[config.mk]
export PLATFORM = sky130hd
export DESIGN_NAME = pt2262_encoder_gen_flat
export DESIGN_NICKNAME = d
export VERILOG_FILES = /design/src/rtl/pt2262_encoder_gen_if.sv /design/src/rtl/pt2262_encoder_gen.sv /design/src/flat_wrapper.sv
export SDC_FILE = /design/constraint.sdc
export NUM_CORES = 1
export LEC_CHECK = 0
export ABC_AREA = 1
export BUFFER_PORTS_ARGS = -buffer_cell sky130_fd_sc_hd__buf_2
export CAP_MARGIN = 20
export CORE_UTILIZATION = 50
export CTS_CLUSTER_DIAMETER = 200
export DETAILED_ROUTE_END_ITERATION = 7
export PLACE_DENSITY = 0.69
export REMOVE_ABC_BUFFERS = 1
export SLEW_MARGIN = 30
export SYNTH_ARGS = -nofsm -noshare
export SYNTH_HDL_FRONTEND = slang
export SYNTH_SLANG_ARGS = --single-unit
[constraint.sdc]
create_clock -name clk -period 3.1 [get_ports clk]
set_input_delay 0.775 -clock clk [delete_from_list [all_inputs] [get_ports clk]]
set_output_delay 0.775 -clock clk [all_outputs]
set_load 0.03 [all_outputs]
[src/rtl/pt2262_encoder_gen_if.sv]
// pt2262_encoder_gen_if: start/busy/done handshake, word inputs and serial outputs of the PT2262 encoder
interface pt2262_encoder_gen_if #(
  parameter int N_ADDR = 8,
  parameter int N_DATA = 4
);
  localparam int DW = N_DATA > 0 ? N_DATA : 1;
  logic start, cont, busy, done, cod_o, sync, word_end;
  logic [2*N_ADDR-1:0] addr;
  logic [DW-1:0] data;
  modport master(output start, cont, addr, data, input busy, done, cod_o, sync, word_end);
  modport slave(input start, cont, addr, data, output busy, done, cod_o, sync, word_end);
endinterface

[src/rtl/pt2262_encoder_gen.sv]
// pt2262_encoder_gen: serialises a tri-state address and binary data word into PT2262 pulse-width code plus sync
module pt2262_encoder_gen #(
  parameter int N_ADDR = 8,
  parameter int N_DATA = 4,
  parameter int CLK_DIV = 250,
  parameter int N_REPEAT = 4
) (
  input logic clk,
  input logic reset,
  pt2262_encoder_gen_if.slave bus
);
  localparam int N_BITS = N_ADDR + N_DATA;
  localparam int DW = N_DATA > 0 ? N_DATA : 1;
  localparam int NREP = N_REPEAT < 1 ? 1 : N_REPEAT;
  localparam int RW = $clog2(NREP + 1);
  localparam int IW = N_BITS > 1 ? $clog2(N_BITS) : 1;
  localparam int CW = $clog2(CLK_DIV);
  typedef enum logic [1:0] {IDLE, BIT, SYNC, DONE} state_t;
  state_t state;
  logic [CW-1:0] div_cnt;
  logic [6:0] a_cnt;
  logic [IW-1:0] bit_idx;
  logic [RW-1:0] words;
  logic [2*N_ADDR-1:0] addr_l;
  logic [DW-1:0] data_l;
  logic cont_l;
  logic [N_BITS-1:0] f_long, s_long;
  logic [4:0] a_nxt;
  logic tick, nxt_lvl, more;
  // each symbol is two 16-alpha halves; a half is either short-high (4H12L) or long-high (12H4L)
  for (genvar i = 0; i < N_BITS; i++) begin : g_sym
    if (i < N_ADDR) begin : g_a
      assign f_long[i] = addr_l[2*i+1 -: 2] == 2'b01;
      assign s_long[i] = addr_l[2*i+1 -: 2] != 2'b00;
    end else begin : g_d
      assign f_long[i] = data_l[i-N_ADDR];
      assign s_long[i] = data_l[i-N_ADDR];
    end
  end
  if (N_DATA == 0) begin : g_nodata
    logic unused_data;
    assign unused_data = ^data_l;
  end
  assign tick = div_cnt == CW'(CLK_DIV - 1);
  assign a_nxt = a_cnt[4:0] + 5'd1;
  assign nxt_lvl = a_nxt[3:0] < ((a_nxt[4] ? s_long[bit_idx] : f_long[bit_idx]) ? 4'd12 : 4'd4);
  // continuous mode follows the live cont level at word end; one-shot counts words
  assign more = cont_l ? bus.cont : (int'(words) + 1 < NREP);
  always_ff @(posedge clk or posedge reset)
    if (reset) begin
      state <= IDLE;
      div_cnt <= '0;
      a_cnt <= '0;
      bit_idx <= '0;
      words <= '0;
      addr_l <= '0;
      data_l <= '0;
      cont_l <= 1'b0;
      bus.busy <= 1'b0;
      bus.done <= 1'b0;
      bus.cod_o <= 1'b0;
      bus.sync <= 1'b0;
      bus.word_end <= 1'b0;
    end else begin
      bus.done <= 1'b0;
      bus.word_end <= state == SYNC && a_cnt == 7'd127 && div_cnt == CW'(CLK_DIV - 2);
      div_cnt <= (state == IDLE || tick) ? '0 : div_cnt + 1'b1;
      case (state)
        IDLE:
          if (bus.start) begin
            addr_l <= bus.addr;
            data_l <= bus.data;
            cont_l <= bus.cont;
            bus.busy <= 1'b1;
            bus.cod_o <= 1'b1;
            a_cnt <= '0;
            bit_idx <= '0;
            words <= '0;
            state <= BIT;
          end
        BIT:
          if (tick) begin
            if (a_cnt == 7'd31) begin
              a_cnt <= '0;
              bus.cod_o <= 1'b1;
              if (bit_idx == IW'(N_BITS - 1)) begin
                state <= SYNC;
                bus.sync <= 1'b1;
              end else bit_idx <= bit_idx + 1'b1;
            end else begin
              a_cnt <= a_cnt + 7'd1;
              bus.cod_o <= nxt_lvl;
            end
          end
        SYNC:
          if (tick) begin
            if (a_cnt == 7'd127) begin
              a_cnt <= '0;
              bit_idx <= '0;
              bus.sync <= 1'b0;
              cont_l <= bus.cont;
              words <= words == RW'(NREP) ? words : words + 1'b1;
              state <= more ? BIT : DONE;
              bus.cod_o <= more;
              bus.busy <= more;
              bus.done <= ~more;
            end else begin
              a_cnt <= a_cnt + 7'd1;
              bus.cod_o <= a_cnt < 7'd3;
            end
          end
        default: state <= IDLE;
      endcase
    end
endmodule

[src/flat_wrapper.sv]
// flat-port wrapper written by rule: the top's interface ports become plain ports
module pt2262_encoder_gen_flat 
#(
  parameter int N_ADDR = 8,
  parameter int N_DATA = 4,
  parameter int CLK_DIV = 250,
  parameter int N_REPEAT = 4
)
  (clk, reset, bus_start, bus_cont, bus_addr, bus_data, bus_busy, bus_done, bus_cod_o, bus_sync, bus_word_end);
  pt2262_encoder_gen_if #(.N_ADDR(N_ADDR), .N_DATA(N_DATA)) bus_i ();
  input logic clk;
  input logic reset;
  input wire logic [$bits(bus_i.start)-1:0] bus_start;
  input wire logic [$bits(bus_i.cont)-1:0] bus_cont;
  input wire logic [$bits(bus_i.addr)-1:0] bus_addr;
  input wire logic [$bits(bus_i.data)-1:0] bus_data;
  output wire logic [$bits(bus_i.busy)-1:0] bus_busy;
  output wire logic [$bits(bus_i.done)-1:0] bus_done;
  output wire logic [$bits(bus_i.cod_o)-1:0] bus_cod_o;
  output wire logic [$bits(bus_i.sync)-1:0] bus_sync;
  output wire logic [$bits(bus_i.word_end)-1:0] bus_word_end;
  assign bus_i.start = bus_start;
  assign bus_i.cont = bus_cont;
  assign bus_i.addr = bus_addr;
  assign bus_i.data = bus_data;
  assign bus_busy = bus_i.busy;
  assign bus_done = bus_i.done;
  assign bus_cod_o = bus_i.cod_o;
  assign bus_sync = bus_i.sync;
  assign bus_word_end = bus_i.word_end;
  pt2262_encoder_gen #(.N_ADDR(N_ADDR), .N_DATA(N_DATA), .CLK_DIV(CLK_DIV), .N_REPEAT(N_REPEAT)) u_core (.clk(clk), .reset(reset), .bus(bus_i));
endmodule
# --- After elaboration in Yosys (flattened, before gate mapping) ---
# Cells that the tools add are included.
word_totals:
  regBits: 50
  wordCells: 126
  in_bits: 24
classes:
  order_cmp: 4
  reduce_logical: 22
  muxes: 56
  n_eq_ne: 24
  n_addsub: 6
  bitwise_logic: 1
ops:
  columns: ["cell", "n"]
  rows:
  - ["2-to-1 mux 7 bit", 5]
  - ["< comparator 32 x 4 -> 1 bit, second input constant", 1]
  - ["2-to-1 mux 4 bit", 7]
  - ["2-to-1 mux 1 bit", 22]
  - ["case mux 7 bit (3 select lines)", 1]
  - ["nonzero test 2 bit", 10]
  - ["== test 2 x 1 -> 1 bit, second input constant", 9]
  - ["== test 8 bit, second input constant", 2]
  - ["2-to-1 mux 2 bit", 7]
  - ["2-to-1 mux 3 bit", 4]
  - ["case mux 4 bit (3 select lines)", 1]
  - ["AND reduction 6 bit", 2]
  - ["adder 8 x 1 -> 8 bit, second input constant", 1]
  - ["binary-select mux 1 bit (select 4 bit)", 2]
  - ["2-to-1 mux 8 bit", 1]
  - ["!= test 2 x 1 -> 1 bit, second input constant", 4]
  - ["!= test 2 bit, second input constant", 4]
  - ["AND reduction 4 bit", 2]
  - ["adder 7 x 1 -> 7 bit, second input constant", 1]
  - ["== test 7 x 5 -> 1 bit, second input constant", 1]
  - ["== test 7 bit, second input constant", 1]
  - ["< comparator 7 x 2 -> 1 bit, second input constant", 1]
  - ["AND reduction 7 bit", 1]
  - ["case mux 1 bit (2 select lines)", 3]
  - ["other kinds (19)", 20]

# --- Longest topological paths before layout ---
depth:
  word_depth: 9
  mapped_depth: 19
  mapped_depth_nobuf: 19

# --- Worst setup path after synthesis ---
# Ideal clock, no wire load.
synth_timing:
  kind: "register -> register"
  start: "register u_core.a_cnt[0]"
  end: "register u_core.bus.cod_o"
  stages_incl_launch_ff: 20
  t_arrival_ps: 1762
  slack_ps: 1220
  required_ps: 2983
  path_buffers: 0
  synth_period_minus_slack_ps: 1880
  path_cell_list: "dfrtp_1 > ha_1 > nand3_1 > nand2_1 > nand2_1 > inv_1 > nand2_1 > nor2_1 > nand2_1 > nand3_1 > nand2_1 > inv_1 > ha_1 > nand3_1 > nand2_1 > nand2_1 > nand2_1 > nand3_1 > nor2_1 > nor2_1"
synth_via:
  elab_chain_cells: 7
  word_cells_on_any_way: 12
  cone_classes: "1 x add/sub; 2 x order compare; 2 x eq/ne; 7 x mux"
synth_rtl:
  columns: ["item", "line", "text"]
  rows:
  - ["start: declaration", "pt2262_encoder_gen.sv:21", "logic [6:0] a_cnt;"]
  - ["start signal: assignment", "pt2262_encoder_gen.sv:91", "a_cnt <= a_cnt + 7'd1;"]
  - ["start signal: assignment", "pt2262_encoder_gen.sv:108", "a_cnt <= a_cnt + 7'd1;"]
  - ["adder 5 x 1 -> 5 bit", "pt2262_encoder_gen.sv:45", "assign a_nxt = a_cnt[4:0] + 5'd1;"]
  - ["2-to-1 mux 1 bit", "pt2262_encoder_gen.sv:46", "assign nxt_lvl = a_nxt[3:0] < ((a_nxt[4] ? s_long[bit_idx] : f_long[bit_idx]) ? 4'd12 : 4'd4);"]
  - ["2-to-1 mux 4 bit", "pt2262_encoder_gen.sv:46", null]
  - ["< comparator 4 bit", "pt2262_encoder_gen.sv:46", null]
  - ["2-to-1 mux 1 bit", "pt2262_encoder_gen.sv:83", "if (a_cnt == 7'd31) begin"]
  - ["2-to-1 mux 1 bit", "pt2262_encoder_gen.sv:82", "if (tick) begin"]
  - ["case mux 1 bit (3 select lines) (*)", "pt2262_encoder_gen.sv:68", "case (state)"]
  - ["end signal: assignment", "pt2262_encoder_gen.sv:92", "bus.cod_o <= nxt_lvl;"]
  - ["end signal: assignment", "pt2262_encoder_gen.sv:104", "bus.cod_o <= more;"]
  - ["end signal: assignment", "pt2262_encoder_gen.sv:109", "bus.cod_o <= a_cnt < 7'd3;"]
  - ["end: declaration", "pt2262_encoder_gen_if.sv:11", "modport slave(input start, cont, addr, data, output busy, done, cod_o, sync, word_end);"]
# Mark *: on every way between the ends. The rest lies on a longest branch, timed or not. The select of a mux whose other input is x is not followed.
# A chain may end at the register's enable or synchronous reset.

# --- Worst setup path in the final report ---
layout_timing:
  start: "register u_core.bit_idx[0]"
  end: "register u_core.bus.cod_o"
layout_via:
  elab_chain_cells: 8
  word_cells_on_any_way: 10
  cone_classes: "1 x order compare; 9 x mux"
layout_rtl:
  columns: ["item", "line", "text"]
  rows:
  - ["start: declaration", "pt2262_encoder_gen.sv:22", "logic [IW-1:0] bit_idx;"]
  - ["start signal: assignment", "pt2262_encoder_gen.sv:89", "end else bit_idx <= bit_idx + 1'b1;"]
  - ["binary-select mux 1 bit (select 4 bit)", "pt2262_encoder_gen.sv:46", null]
  - ["2-to-1 mux 1 bit (implied by the code)", "pt2262_encoder_gen.sv:46", null]
  - ["2-to-1 mux 1 bit (*)", "pt2262_encoder_gen.sv:46", null]
  - ["2-to-1 mux 4 bit (*)", "pt2262_encoder_gen.sv:46", null]
  - ["< comparator 4 bit (*)", "pt2262_encoder_gen.sv:46", null]
  - ["2-to-1 mux 1 bit (*)", "pt2262_encoder_gen.sv:83", null]
  - ["2-to-1 mux 1 bit (*)", "pt2262_encoder_gen.sv:82", null]
  - ["case mux 1 bit (3 select lines) (*)", "pt2262_encoder_gen.sv:68", null]
# Marks and branches as above.

==> impl_metrics.toml <==
[status]
status = "finished clean"

[timing]
fin_crit_ns = 2.34
setup_slack_ns = 0.762
max_slew_margin_pct = 46.1
rsz0062_at_grt = "false"
setup_total_negative_slack_ns = 0
report.final.setup_viol = 0
worst_slew_pin_slew_ns = 0.807
hold_viol = 0
achievable-frequency_mhz = 428
fin_worst_skew_ns = 0.00477
fin_crit_sh_pct = 75.4
timing.final.max_slew_violations = 0

[clocking]
cts_hold_buffers = 0
cts-htree-levels = 2
clock_pin_slew_of_the_registers_on_the_worst_case_setup_and_hold_paths_ns = 0.10
clk_latency_ns = 0.31
tritoncts = "built"
cts-root-buf = "sky130_fd_sc_hd__clkbuf_8"
cts.sink_count = 50
ctsResizeCount = 0
cts_made_buffers = 5
cts_setup_buffers = 0
clock_path_buffers = 2

[critical_path]
worst_path_max_delay_cell = "sky130_fd_sc_hd__dfrtp_1"
critPathMaxFanout = 15
worst_ep_required_time_ns = 3.31
cp_arrival_ns = 2.54
slowest_delay_ns = 0.65
critical_path.cell_chain = "clkinv_1 > nand3_1 > nand3_1 > nand2_1 > nand2_1 > nand2_1 > nand3_1 > nand2_1 > inv_1 > ha_1 > nand3_1 > nand2_1 > nand2_1 > nand2_1 > nand3_1 > nor2_1 > nor2_1"
criticalPathCategory = "flop to flop"
startpoint_type = "flop"
critical_path.endpoint_type = "flop"
cpMostUsedCell = "sky130_fd_sc_hd__nand2_1"

[floorplan]
core-area_um2 = 5510
die_h_um = 77.4
floorplan_die_area_um2 = 5990
std_cell_rows = 27
die_w_um = 77.4
num_io_pins = 29
initial_utilization_pct = 51.6

[synthesis]
post-synth-top-area-cell = "sky130_fd_sc_hd__dfrtp_1"
synth_ff_type = "sky130_fd_sc_hd__dfrtp_1"
yosys_warnings = 0
post_synth_edffs = 0
ys_top_cells_by_area = "sky130_fd_sc_hd__dfrtp_1 44%, sky130_fd_sc_hd__nand2_1 9.9%, sky130_fd_sc_hd__nor2_1 6.7%, sky130_fd_sc_hd__nand3_1 6.3%, sky130_fd_sc_hd__inv_1 6.2%"
synth_top_area_share_pct = 44.0
netlist-cell-type-count = 36
yosysSeqAreaShare_pct = 44.0
synth.ff_latch_count = 50
asyncSetResetFlopFracSynth_pct = 100
synth.cell_area_um2 = 2840
synth.avg_cell_area_um2 = 7.83
syn-instance-count = 363

[placed_design]
finalWeightedCongestion = 0.891
dpl_cell_area_um2 = 3050
place.port_buffers = 28
detailedPlace.worstSlack_ns = 0.812
dp_hpwl_mm = 4.10

[power_and_ir_drop]
vdd_drop_max_mv = 0.450
share_clk_of_total_power_pct = 15.4
part_of_the_total_power_dissipated_in_sequential_elements_pct = 39.6
comb_power_share_pct = 45.0
power_report.internal_total_uw = 1440
power.share.switching_pct = 43.9
static-leakage-power_uw = 0.00157
power_density_nw_per_um2 = 813
total_switching_power_uw = 1120

[drt]
remaining_number_of_nets_flagged_by_the_antenna_check_after_routing = 0
remaining_drc_errors = 0
detail_route.first_pass.iterations = 4
drt_first_iter_violations = 125
routed-via-count = 2346
finalWirelength_mm = 5.44
routed_wire_length_per_instance_um = 11.7
drt-vias-per-instance = 5.03

[finish]
fillerInstances = 536
antenna_cells_inserted = 0
num-nets-final = 429
area_delta_synth_final_pct = 10.6
layout-drive-gt1-share_pct = 17.3
final_design_area_no_fill_um2 = 3150

[global_route]
initial_antenna_violation_count = 0
via_count_of_the_first_global_routing_pass = 2304
grt_use_total_pct = 20.5
globalRouteOverflowTotal = 0
grt_first_pass_wirelength_mm = 9.85
grt_start_max_net_pins = 33

[flow_run]
cap_viol_max_count = 0

[worst_hold_path]
worst_hold_path_type = "primary input to async pin"
## power by group through the flow
stage | Combinational [uW] | Clock (uW) | Sequential, uW
global route | 1340 | 430 | 1040
CTS | 1160 | 413 | 1010
finish | 1150 | 395 | 1010
detailed placement | 1160 | 0 | 1020
floorplan | 894 | 0 | 1000
global placement | 1120 | 0 | 1020
## registers in the layout, indices dropped and copies added, names as in the netlist, 2 cells and up
| name | count |
|---|---|
| u_core.state | 2 |
| u_core.bit_idx | 4 |
| u_core.words | 3 |
| u_core.div_cnt | 8 |
| u_core.data_l | 4 |
| u_core.addr_l | 16 |
| u_core.a_cnt | 7 |
## metal layers
metal | up-vias | GRT usage (%) | routed length (um)
met3 | 9 | 4.35 | 189
met4 | 0 | 6.79 | 82
met1 | 1090 | 25.7 | 2590
li1 | 1208 | - | -
met2 | 39 | 35.1 | 2580
met5 | - | 0 | 0
## worst paths after layout
path	slack, ns	start	depth (start not counted)	to
setup / recovery	0.76	u_core.bit_idx[0]	17	u_core.bus.cod_o
hold / removal	0.43	reset	2	u_core.div_cnt[4]
setup reg to reg	0.76	u_core.bit_idx[0]	17	u_core.bus.cod_o
hold reg to reg	0.49	u_core.bus.sync	2	u_core.bus.sync
max in group asynchronous	1.92	reset	3	u_core.bus.cod_o
min in group clk	0.49	u_core.bus.sync	2	u_core.bus.sync
## worst max-delay path, delay by kind of cell, from the launching register on
kind / cells / cell delay, ns
simple gates: 14 / 0.94
flops: 1 / 0.65
buf+inv: 2 / 0.39
fa+ha+maj: 1 / 0.26
## through the flow
step	utilization (%)	cells	hold WS, ns	power [uW]
3_3_place_gp	55.4	458	0.463	2140
3_5_place_dp	55.4	458	0.474	2180
2_1_floorplan	-	356	0.474	1900
5_1_grt	57.1	466	0.457	2800
4_1_cts	57.1	466	0.431	2580
6_report	57.1	466	0.432	2560
## synth_stat cells, drive strengths merged (3+ instances only)
library cell,n
buf,3
o21ai,20
dfrtp,50
a21oi,16
clkbuf,4
xor2,3
nand4,4
nor3,6
nand2,83
nand3,39
nor2,55
mux2,8
inv,49
ha,12
## cell type report
class | count | area, um2 | share of cell area, %
well taps | 72 | 90.1 | 2.86
multi-input cells | 255 | 1360 | 43.2
clock inverters | 3 | 25.0 | 0.796
inverters | 51 | 195 | 6.21
clock buffers | 5 | 68.8 | 2.19
flip-flops and latches | 50 | 1250 | 39.8
repair buffers | 30 | 155 | 4.93
## logic make-up after synthesis
group / count (synthesis) / synth area share (%)
buffers and inverters: 58 / 8.18
muxes: 8 / 3.17
xor gates and xnor gates: 5 / 1.54
and+or+nand+nor: 192 / 30.9
adders and majority gates: 12 / 5.28
AOI/OAI and AO/OA: 38 / 6.95
DFF: 50 / 44.0
## layout by cell type (no fill, tap or decap), types with 2 or more instances in the layout
cell | netlist | routed
sky130_fd_sc_hd__o21ai_1 | 4 | 4
sky130_fd_sc_hd__a21oi_1 | 16 | 16
sky130_fd_sc_hd__nor2_2 | 2 | 2
sky130_fd_sc_hd__buf_4 | 0 | 2
sky130_fd_sc_hd__mux2_2 | 8 | 8
sky130_fd_sc_hd__dfrtp_1 | 50 | 50
sky130_fd_sc_hd__nand3_1 | 36 | 36
sky130_fd_sc_hd__nand2_1 | 75 | 75
sky130_fd_sc_hd__ha_1 | 12 | 12
sky130_fd_sc_hd__nor3_1 | 6 | 6
sky130_fd_sc_hd__nand3_2 | 2 | 2
sky130_fd_sc_hd__nand2_2 | 6 | 6
sky130_fd_sc_hd__o21ai_0 | 15 | 15
sky130_fd_sc_hd__clkbuf_8 | 0 | 5
sky130_fd_sc_hd__inv_1 | 47 | 46
sky130_fd_sc_hd__nor2_4 | 2 | 2
sky130_fd_sc_hd__buf_2 | 2 | 28
sky130_fd_sc_hd__xor2_1 | 3 | 3
sky130_fd_sc_hd__nand4_1 | 4 | 4
sky130_fd_sc_hd__inv_2 | 1 | 2
sky130_fd_sc_hd__xnor2_1 | 2 | 2
sky130_fd_sc_hd__nor2_1 | 51 | 51
sky130_fd_sc_hd__nand2_4 | 2 | 2
No activity file was read; power rests on OpenSTA's default activity.
